--- src/rtl/mmio_io_ctrl.sv ---
// mmio_io_ctrl: memory-mapped I/O controller with LED/RGB registers, a
// multiplexed 7-segment scanner and a free-running compare timer.
// All state changes on the falling edge of clk; reset is asynchronous, active-low.
// Optional feature: define MMIO_LZ_BLANK_EN to blank leading-zero digits.
module mmio_io_ctrl #(
   parameter int NUM_DIGITS = 8,
   parameter int SCAN_DIV_W = 17,
   parameter int LED_W      = 16
) (
   input  logic                  clk,
   input  logic                  rst_n,
   input  logic                  ce,
   input  logic [31:0]           addr,
   input  logic                  we,
   input  logic [31:0]           din,
   output logic [31:0]           dout,
   output logic [LED_W-1:0]      led,
   output logic [2:0]            led_reg0,
   output logic [2:0]            led_reg1,
   output logic [NUM_DIGITS-1:0] num_csn,
   output logic [6:0]            num_a_g,
   output logic                  irq
);

   localparam int IDX_W = (NUM_DIGITS > 1) ? $clog2(NUM_DIGITS) : 1;
   localparam logic [IDX_W-1:0] IDX_MAX = IDX_W'(NUM_DIGITS - 1);
   // Only the nibbles that reach a digit take part in display and blanking.
   localparam logic [31:0] DISP_MASK = 32'hFFFF_FFFF >> (32 - 4 * NUM_DIGITS);

   localparam logic [15:0] OFF_LED   = 16'hF000;
   localparam logic [15:0] OFF_RGB0  = 16'hF004;
   localparam logic [15:0] OFF_RGB1  = 16'hF008;
   localparam logic [15:0] OFF_NUM   = 16'hF010;
   localparam logic [15:0] OFF_COUNT = 16'hE000;
   localparam logic [15:0] OFF_CMP   = 16'hE004;
   localparam logic [15:0] OFF_CTRL  = 16'hE008;
   localparam logic [15:0] OFF_STAT  = 16'hE00C;

   // The bus carries bytes in reversed lane order in both directions.
   function automatic logic [31:0] swap_lanes(input logic [31:0] v);
      return {v[7:0], v[15:8], v[23:16], v[31:24]};
   endfunction

   // Active-low hex segment patterns, bit 6 = a .. bit 0 = g.
   function automatic logic [6:0] seg_lut(input logic [3:0] n);
      case (n)
         4'h0: return 7'b0000001;
         4'h1: return 7'b1001111;
         4'h2: return 7'b0010010;
         4'h3: return 7'b0000110;
         4'h4: return 7'b1001100;
         4'h5: return 7'b0100100;
         4'h6: return 7'b0100000;
         4'h7: return 7'b0001111;
         4'h8: return 7'b0000000;
         4'h9: return 7'b0000100;
         4'hA: return 7'b0001000;
         4'hB: return 7'b1100000;
         4'hC: return 7'b0110001;
         4'hD: return 7'b1000010;
         4'hE: return 7'b0110000;
         4'hF: return 7'b0111000;
      endcase
   endfunction

   logic [31:0]           led_q, rgb0_q, rgb1_q, num_q, count_q, cmp_q;
   logic [2:0]            ctrl_q;
   logic                  stat_q;
   logic [SCAN_DIV_W-1:0] div_q;
   logic [IDX_W-1:0]      idx_q;

   logic [15:0] off;
   logic [31:0] wdata;
   logic        wr;
   logic        timer_en;
   logic        match;
   logic        unused_addr_hi;

   assign off            = addr[15:0];
   assign wdata          = swap_lanes(din);
   assign wr             = ce && we;
   assign timer_en       = ctrl_q[0];
   assign match          = (count_q == cmp_q);
   assign unused_addr_hi = ^addr[31:16];

   assign led      = led_q[LED_W-1:0];
   assign led_reg0 = rgb0_q[2:0];
   assign led_reg1 = rgb1_q[2:0];
   assign irq      = stat_q & ctrl_q[2];

   // Plain read/write registers loaded from the bus.
   // NOTE: sequential state uses non-blocking assignments so every register samples pre-edge values.
   always_ff @(negedge clk or negedge rst_n) begin
      if (!rst_n) begin
         led_q  <= '0;
         rgb0_q <= '0;
         rgb1_q <= '0;
         num_q  <= '0;
         cmp_q  <= '0;
         ctrl_q <= '0;
      end else if (wr) begin
         case (off)
            OFF_LED:  led_q  <= wdata;
            OFF_RGB0: rgb0_q <= wdata;
            OFF_RGB1: rgb1_q <= wdata;
            OFF_NUM:  num_q  <= wdata;
            OFF_CMP:  cmp_q  <= wdata;
            OFF_CTRL: ctrl_q <= wdata[2:0];
            default:  ;
         endcase
      end
   end

   // Timer counter and sticky match flag; a hardware set beats a same-cycle clear.
   always_ff @(negedge clk or negedge rst_n) begin
      if (!rst_n) begin
         count_q <= '0;
         stat_q  <= 1'b0;
      end else begin
         if (wr && off == OFF_COUNT)
            count_q <= wdata;
         else if (timer_en && match && ctrl_q[1])
            count_q <= '0;
         else if (timer_en)
            count_q <= count_q + 32'd1;

         if (timer_en && match)
            stat_q <= 1'b1;
         else if (wr && off == OFF_STAT && wdata[0])
            stat_q <= 1'b0;
      end
   end

   // Scan divider and digit index.
   always_ff @(negedge clk or negedge rst_n) begin
      if (!rst_n) begin
         div_q <= '0;
         idx_q <= '0;
      end else begin
         div_q <= div_q + SCAN_DIV_W'(1);
         if (&div_q)
            idx_q <= (idx_q == IDX_MAX) ? '0 : idx_q + IDX_W'(1);
      end
   end

   logic [31:0]           disp_num;
   logic [IDX_W-1:0]      sel_pos;
   logic [4:0]            nib_shift;
   logic [3:0]            nib;
   logic                  blank;
   logic [NUM_DIGITS-1:0] csn_next;
   logic [6:0]            seg_next;

   // Pick the nibble and select line for the current digit.
   // NOTE: every always_comb output gets a value on every path, so no latch is inferred.
   always_comb begin
      disp_num  = num_q & DISP_MASK;
      sel_pos   = IDX_MAX - idx_q;
      nib_shift = 5'({sel_pos, 2'b00});
      nib       = disp_num[nib_shift +: 4];
      csn_next  = ~(NUM_DIGITS'(1) << sel_pos);
`ifdef MMIO_LZ_BLANK_EN
      blank     = (idx_q != IDX_MAX) && ((disp_num >> nib_shift) == 32'd0);
`else
      blank     = 1'b0;
`endif
      seg_next  = blank ? 7'b1111111 : seg_lut(nib);
   end

   // Select and segment lines are registered together so they never skew.
   always_ff @(negedge clk or negedge rst_n) begin
      if (!rst_n) begin
         num_csn <= '1;
         num_a_g <= 7'b1111111;
      end else begin
         num_csn <= csn_next;
         num_a_g <= seg_next;
      end
   end

   logic [31:0] rdata;

   // Combinational read mux; anything other than a matched read returns zero.
   always_comb begin
      rdata = 32'd0;
      if (ce && !we) begin
         case (off)
            OFF_LED:   rdata = led_q;
            OFF_RGB0:  rdata = rgb0_q;
            OFF_RGB1:  rdata = rgb1_q;
            OFF_NUM:   rdata = num_q;
            OFF_COUNT: rdata = count_q;
            OFF_CMP:   rdata = cmp_q;
            OFF_CTRL:  rdata = {29'd0, ctrl_q};
            OFF_STAT:  rdata = {31'd0, stat_q};
            default:   rdata = 32'd0;
         endcase
      end
   end

   assign dout = swap_lanes(rdata);

endmodule

--- config.mk ---
export PLATFORM = sky130hd
export DESIGN_NAME = mmio_io_ctrl
export DESIGN_NICKNAME = d
export VERILOG_FILES = /design/src/rtl/mmio_io_ctrl.sv
export SDC_FILE = /design/constraint.sdc
export NUM_CORES = 1
export LEC_CHECK = 0
export CAP_MARGIN = 20
export CORE_MARGIN = 4
export CORE_UTILIZATION = 35
export CTS_CLUSTER_DIAMETER = 120
export DETAILED_ROUTE_END_ITERATION = 8
export GPL_TIMING_DRIVEN = 0
export PLACE_DENSITY = 0.57
export RECOVER_POWER = 25
export SYNTH_ARGS = -nofsm -noshare
export SYNTH_HDL_FRONTEND = slang
export SYNTH_SLANG_ARGS = --single-unit
--- constraint.sdc ---
create_clock -name clk -period 4.05 [get_ports clk]
set_input_delay 0.81 -clock clk [delete_from_list [all_inputs] [get_ports clk]]
set_output_delay 0.81 -clock clk [all_outputs]
set_load 0.01 [all_outputs]
Yosys cells after proc, flatten, opt, wreduce, memory -nomap -nowiden. Memory sizes are Yosys's and may differ from the RTL's. A register that Yosys moved wholly into a read port is not among the register bits. Cells that the tools add are included.

Register bits after elaboration: 224. ROM bits: 112. Input bits: 68. Output and inout bits: 70. Word-level logic and storage cells: 56. Memories kept: 1.

Memory list: (no name shown) (depth 16, bits a word 7, rd ports 1, clocked after Yosys merged registers in 1, write ports 0, line 46) `case (n)`.

Add/sub/neg operators: 4. Equality and inequality tests: 10. Shifts and indexed selects: 2. Muxes and demuxes: 8. Bitwise operators: 2. Reductions and logical operators: 18.

Operator list (count): one-hot mux 32 bit (8 select lines) (1); == test 16 bit, second input constant (8); two-way mux 32 bit (4); adder 32 x 1 -> 32 bit, second input constant (1); == test 32 bit (1); variable part select 32 x 6 -> 4 bit (1); adder 17 x 1 -> 17 bit, second input constant (1); AND reduction 17 bit (1); AND reduction 2 bit (6); inverter 8 bit (1); left shift 1 x 3 -> 8 bit, first input constant (1); logical AND 1 bit (7); adder 3 x 1 -> 3 bit, second input constant (1); == test 3 bit, second input constant (1); two-way mux 3 bit (1); nonzero test 3 bit (1); subtractor 3 bit, first input constant (1); logical NOT 1 bit (2); two-way mux 1 bit (2); nonzero test 2 bit (1); AND 1 bit (1).

Longest topological paths before layout. Gate-level depths: netlist of run 1.

Depth after elaboration: 5. Depth in mapped cells: 8. Mapped depth without buffers: 8.

==> metrics.yaml, run 1 <==
antennaDiodeCount: 0
holdPathStages: 1
dieArea_um2: 37340
hp-class: "reg2reg"
cts_sinks: 231
yosys.area.top_type: "dfrtn_1"
rrSetupSlack_ns: 0.34
seq_area_um2: 5799
min_from: "div_q[0]"
skew_ns: 0.05733
dpl_cell_area_um2: 13870
async_flop_share: 1.000
root_buffer: "clkbuf_16"
ys_top_cells_by_area: "dfrtn_1 (45%), mux2_2 (12%), mux2_4 (7.5%)"
tightest_slew_ns: 1.938
grt_pass1_wl_mm: 58.91
r2r-end: "count_q[30]"
dpl.hpwl_mm: 25.01
violations: "capacitance limit, slew limit, setup timing"
synth_cells: 984
hold_buffers: 0
cts.clk_slew.worst_paths_ns: 0.05
avgSynthCellArea_um2: 12.20
vias: 9596
reg2reg_from: "count_q[10]"
start_util: 0.3564
drive_above_1_share: 0.5057
finalHoldViolCount: 0
power_density_nw_per_um2: 285.8
rsz0062_at_grt: "true"
die_y_um: 193.2
synth-edff-count: 0
maxCapViolCount: 1
setup_viol: 241
nFillCells: 2827
viasPerCell: 5.443
comb_power_share: 0.039
pin_count: 138
drtAntennaViolNets: 0
first_iter_violations: 950
p_leak_uw: 0.008310
relSlewSlack: -0.2920
portBuffers: 120
p_int_uw: 3966
coreArea_um2: 33700
clock_latency_ns: 0.59
post-route-drc-count: 0
worst_setup_path_start_kind: "primary input"
netSwitchingFraction: 0.2251
multi_input_area_um2: 6761
syn_nets: 1067
cts_buffer_depth: 3
synth_top_area_frac: 0.4501
power_switching_uw: 1152
ys_warn_count: 0
hold_end: "div_q[0]"
syn_area_um2: 12010
grt_max_degree: 81
worstPathArrival_ns: 3.06
endpoint_kind: "flop"
grt_pass1_vias: 9658
antenna_found_initial: 1
synth_cell_types: 55
drt_wl_total_mm: 40.65
grtUsageTotal: 0.1978
synth_ff_type: "dfrtn_1"
syn_to_final_growth_pct: 49.15
row_count: 67
peakVddDrop_mv: 0.2952
yosysSeqAreaShare: 0.4829
fin_nets: 1378
setup.worst_path.class: "in2reg"
cp.required_ns: 2.41
cts_buffers: 27
fp.dieW_um: 193.2
fin_util: 0.5315
grt_overflow_total: 0
ys_ff_latch: 231
slew_viol_final: 73
design_area_um2: 17910
htree_num_levels: 1
gp_congestion: 0.8770
pwr-share-clk: 0.506
wire_per_inst_um: 23.05
first_pass_iters: 6
path_max_fanout: 8
p_seq_frac: 0.454
status: "complete, but fails checks"
cts_tree: "done"
layout_setup_ws_ns: -0.6573
reg2reg_depth: 8
power by group through the flow:
stage | sequential (uW) | clock [uW] | combinational, uW
final | 2330 | 2590 | 202
after global routing | 2320 | 2760 | 221
after CTS | 2330 | 2630 | 194
after detailed placement | 2360 | 24.2 | 182
after global placement | 2370 | 24.2 | 173
after floorplan | 2360 | 24.2 | 31.5
layout by cell type (no fill, tap or decap), drive strengths merged, types with 2 or more instances in the layout:
master,n
clkinv,8
nand4,13
o21ai,6
nor2,20
dfrtn,216
a221oi,2
o22ai,3
and2,5
a21oi,37
a22o,2
xnor2,39
and3,12
buf,273
dlygate4sd2,2
mux2i,6
or4,2
inv,37
nand2b,6
o2111ai,2
nand2,72
nand3,14
or3,4
ha,15
mux2,196
bufinv,4
a222oi,32
nor3,14
nor4,13
a22oi,32
or2,2
or4b,2
dfstp,15
nor2b,5
xor2,29
o31ai,33
and4,4
nor4b,5
mux4,8
clkdlybuf4s50,34
clkbuf,79
final cells by class:
class | instances | share of cell area
Multi-Input combinational cell | 645 | 0.3775
Sequential cell | 231 | 0.3238
Timing Repair Buffer | 285 | 0.1681
Clock buffer | 37 | 0.04317
Buffer | 68 | 0.04017
Tap cell | 448 | 0.03130
Clock inverter | 27 | 0.01139
Inverter | 22 | 0.004611
critical path, stage by stage:
cell	delay (ns)
buf_6	0.09
or3_4	0.40
or2_4	0.26
or3b_4	0.39
buf_6	0.13
or3_4	0.33
buf_12	0.17
clkbuf_16	0.17
mux2_4	0.29
timing repair:
action                                  CTS  global route
endpoints found under the setup margin  266           265
buffers inserted                        106            45
pin swaps                                90            78
resized for setup                       529           255
cloned                                   12             9
per-layer routing:
| layer | track usage | part of all wire |
|---|---|---|
| met2 | 0.3053 | 0.46 |
| met1 | 0.2806 | 0.43 |
| met3 | 0.03792 | 0.072 |
| met5 | 0 | 0.00032 |
| met4 | 0.06793 | 0.037 |
state kept, by name, summed over array words and instances, names as in the netlist:
| signal | flops |
|---|---|
| num_csn | 8 |
| rgb1_q | 32 |
| led_q | 32 |
| rgb0_q | 32 |
| num_a_g | 7 |
| cmp_q | 32 |
| ctrl_q | 3 |
| div_q | 17 |
| stat_q | 1 |
| count_q | 32 |
| idx_q | 3 |
| disp_num | 32 |
stage by stage:
stage | std cells | hold slack (ns) | setup WS [ns] | setup TNS [ns] | total power [uW]
2_1_floorplan | 984 | 0.3252 | -0.9271 | -161.98 | 2420
3_3_place_gp | 1552 | 0.3451 | -9.679 | -2579.79 | 2563
3_5_place_dp | 1554 | 0.3473 | -2.175 | -396.40 | 2571
4_1_cts | 1725 | 0.3483 | -0.7735 | -119.75 | 5149
5_1_grt | 1763 | 0.3631 | -0.6889 | -162.58 | 5303
6_report | 1763 | 0.3444 | -0.6573 | -109.51 | 5119
cell usage after synthesis (all sizes together) (2+ instances only):
library cell	count
dfrtn	216
mux2	196
nand2	72
buf	44
clkbuf	41
xnor2	39
a21oi	37
o31ai	33
a222oi	32
a22oi	32
xor2	29
inv	23
nor2	20
dfstp	15
ha	15
nand3	14
nor3	14
nand4	13
nor4	13
and3	12
mux4	8
mux2i	6
nand2b	6
o21ai	6
and2	5
nor2b	5
nor4b	5
and4	4
or3	4
o22ai	3
a221oi	2
a22o	2
o2111ai	2
or2	2
or4	2
or4b	2
kinds of logic after synthesis:
family                     after synthesis  synth area share
adders and majority gates               15           0.01563
xor gates and xnor gates                68           0.04959
DFF                                    231            0.4829
AOI/OAI and AO/OA                      157           0.09659
buffers and inverters                  108           0.04761
and+or+nand+nor                        195           0.08512
muxes                                  210            0.2225
worst max-delay path by stage:
stage	slack, ns	to	cells after the start	start
floorplan	-0.93	disp_num[10]	8	addr[9]
global placement	-9.68	led_q[29]	1	rst_n
detailed placement	-2.17	cmp_q[16]	8	addr[1]
CTS	-0.77	disp_num[20]	10	addr[11]
global route	-0.69	dout[24]	5	rgb0_q[0]
finish	-0.66	disp_num[23]	9	addr[9]
Note: power is estimated with default switching activity, not from simulation.
==> run 2: changes to the inputs <==
Settings changed: CORE_UTILIZATION 35 to 45, HOLD_SLACK_MARGIN set to 0.02, PLACE_DENSITY 0.57 to 0.69.
==> metrics.yaml, run 2 (synthesis gave the netlist of run 1 again) <==
pin_count: 138
path_max_fanout: 2
maxCapViolCount: 1
p_int_uw: 3616
relSlewSlack: -0.3022
endpoint_kind: "primary output"
row_count: 59
tightest_slew_ns: 1.953
antenna_found_initial: 1
gp_congestion: 0.9395
rsz0062_at_grt: "true"
drive_above_1_share: 0.4777
p_leak_uw: 0.007837
layout_setup_ws_ns: -0.6471
clock_latency_ns: 0.59
status: "complete, but fails checks"
fin_nets: 1344
grt_max_degree: 103
grt_overflow_total: 0
cts_sinks: 231
setup.worst_path.class: "reg2out"
grt_pass1_vias: 9785
finalSetupTns_ns: -95.10
holdWs_ns: 0.3494
violations: "capacitance limit, slew limit, setup timing"
drt_wl_total_mm: 38.75
finalHoldViolCount: 0
setup_viol: 279
netSwitchingFraction: 0.2431
vias: 9697
root_buffer: "clkbuf_16"
nFillCells: 1866
worst_setup_path_start_kind: "flop"
slew_viol_final: 31
cts_buffer_depth: 3
comb_power_share: 0.042
layout_commonest_cell: "dfrtn_1"
hp-class: "reg2reg"
worstPathArrival_ns: 3.89
power_density_nw_per_um2: 284.2
mostFrequentLayoutCells: "dfrtn_1 (216), mux2_4 (140), buf_4 (99)"
dieArea_um2: 29360
cts.clk_slew.worst_paths_ns: 0.05
peakVddDrop_mv: 0.3321
fp.dieW_um: 171.4
wire_per_inst_um: 24.04
die_y_um: 171.4
syn_to_final_growth_pct: 39.98
dpl.hpwl_mm: 23.23
coreArea_um2: 26130
p_seq_frac: 0.487
start_util: 0.4595
rrSetupSlack_ns: 0.33
viasPerCell: 6.016
pwr-share-clk: 0.472
cts_buffers: 25
skew_ns: 0.07196
first_iter_violations: 1256
first_pass_iters: 8
cts_tree: "done"
dp_slack_ns: -2.041
grtUsageTotal: 0.2458
grt_pass1_wl_mm: 56.65
cp.required_ns: 3.24
power_switching_uw: 1161
htree_num_levels: 1
antennaDiodeCount: 0
post-route-drc-count: 0
portBuffers: 120
drtAntennaViolNets: 0
==> run 2: worst max-delay path, stage by stage, from the launching register on <==
cell      delay, ns
dfrtn_1        0.36
mux2_2         0.28
and3_4         0.18
a221oi_2       0.23
a21oi_2        0.10
buf_2          0.18
==> run 2: layout make-up <==
cell class,instances,area (um^2),share of cell area
plain buffers,69,708.2,0.04213
clock buffers,32,671.9,0.03997
clock inverters,26,153.9,0.009155
inverters,22,82.58,0.004913
multi-input cells,645,6530,0.3885
flip-flops and latches,231,5799,0.3450
well taps,335,419.2,0.02493
repair buffers,252,2445,0.1454
==> run 2: what timing repair did <==
item | 4_1_cts | 5_1_grt
setup buffers | 85 | 39
gates cloned | 11 | 1
setup endpoints to repair | 266 | 266
resized for setup | 361 | 264
hold buffers | 0 | 0
pin swaps | 94 | 75
==> run 2: power by group through the flow <==
| stage | clock [uW] | sequential [uW] | combinational, uW |
|---|---|---|---|
| 2_1_floorplan | 24.2 | 2360 | 31.5 |
| 3_3_place_gp | 24.2 | 2370 | 169 |
| 3_5_place_dp | 24.2 | 2360 | 177 |
| 4_1_cts | 2270 | 2320 | 189 |
| 5_1_grt | 2390 | 2320 | 215 |
| 6_report | 2250 | 2320 | 199 |
==> run 2: worst paths after layout <==
check                         endpoint  cells past startpoint  startpoint
max reg2reg                count_q[29]                      7  count_q[4]
min in group asynchronous     idx_q[1]                      1       rst_n
max in group asynchronous    cmp_q[25]                      2       rst_n
min                           div_q[0]                      1    div_q[0]
max                           dout[24]                      5   rgb0_q[0]
min reg2reg                   div_q[0]                      1    div_q[0]
==> run 2: routing by layer <==
| metal | track usage | part of all wire | vias to the layer above | routed length [um] |
|---|---|---|---|---|
| li1 | - | - | 4172 | - |
| met1 | 0.3460 | 0.41 | 4852 | 15770 |
| met2 | 0.3850 | 0.45 | 564 | 17620 |
| met3 | 0.04252 | 0.095 | 109 | 3667 |
| met4 | 0.08991 | 0.044 | 0 | 1688 |
| met5 | 0 | 0 | - | 0 |
==> run 2: through the flow <==
step / total power, uW / cells / instance area (um^2) / utilization
final: 4777 / 1612 / 16810 / 0.6433
after global routing: 4924 / 1612 / 16810 / 0.6433
after CTS: 4783 / 1583 / 15980 / 0.6114
after detailed placement: 2566 / 1441 / 13730 / 0.5255
after global placement: 2559 / 1439 / 13670 / 0.5232
after floorplan: 2420 / 984 / 12050 / -
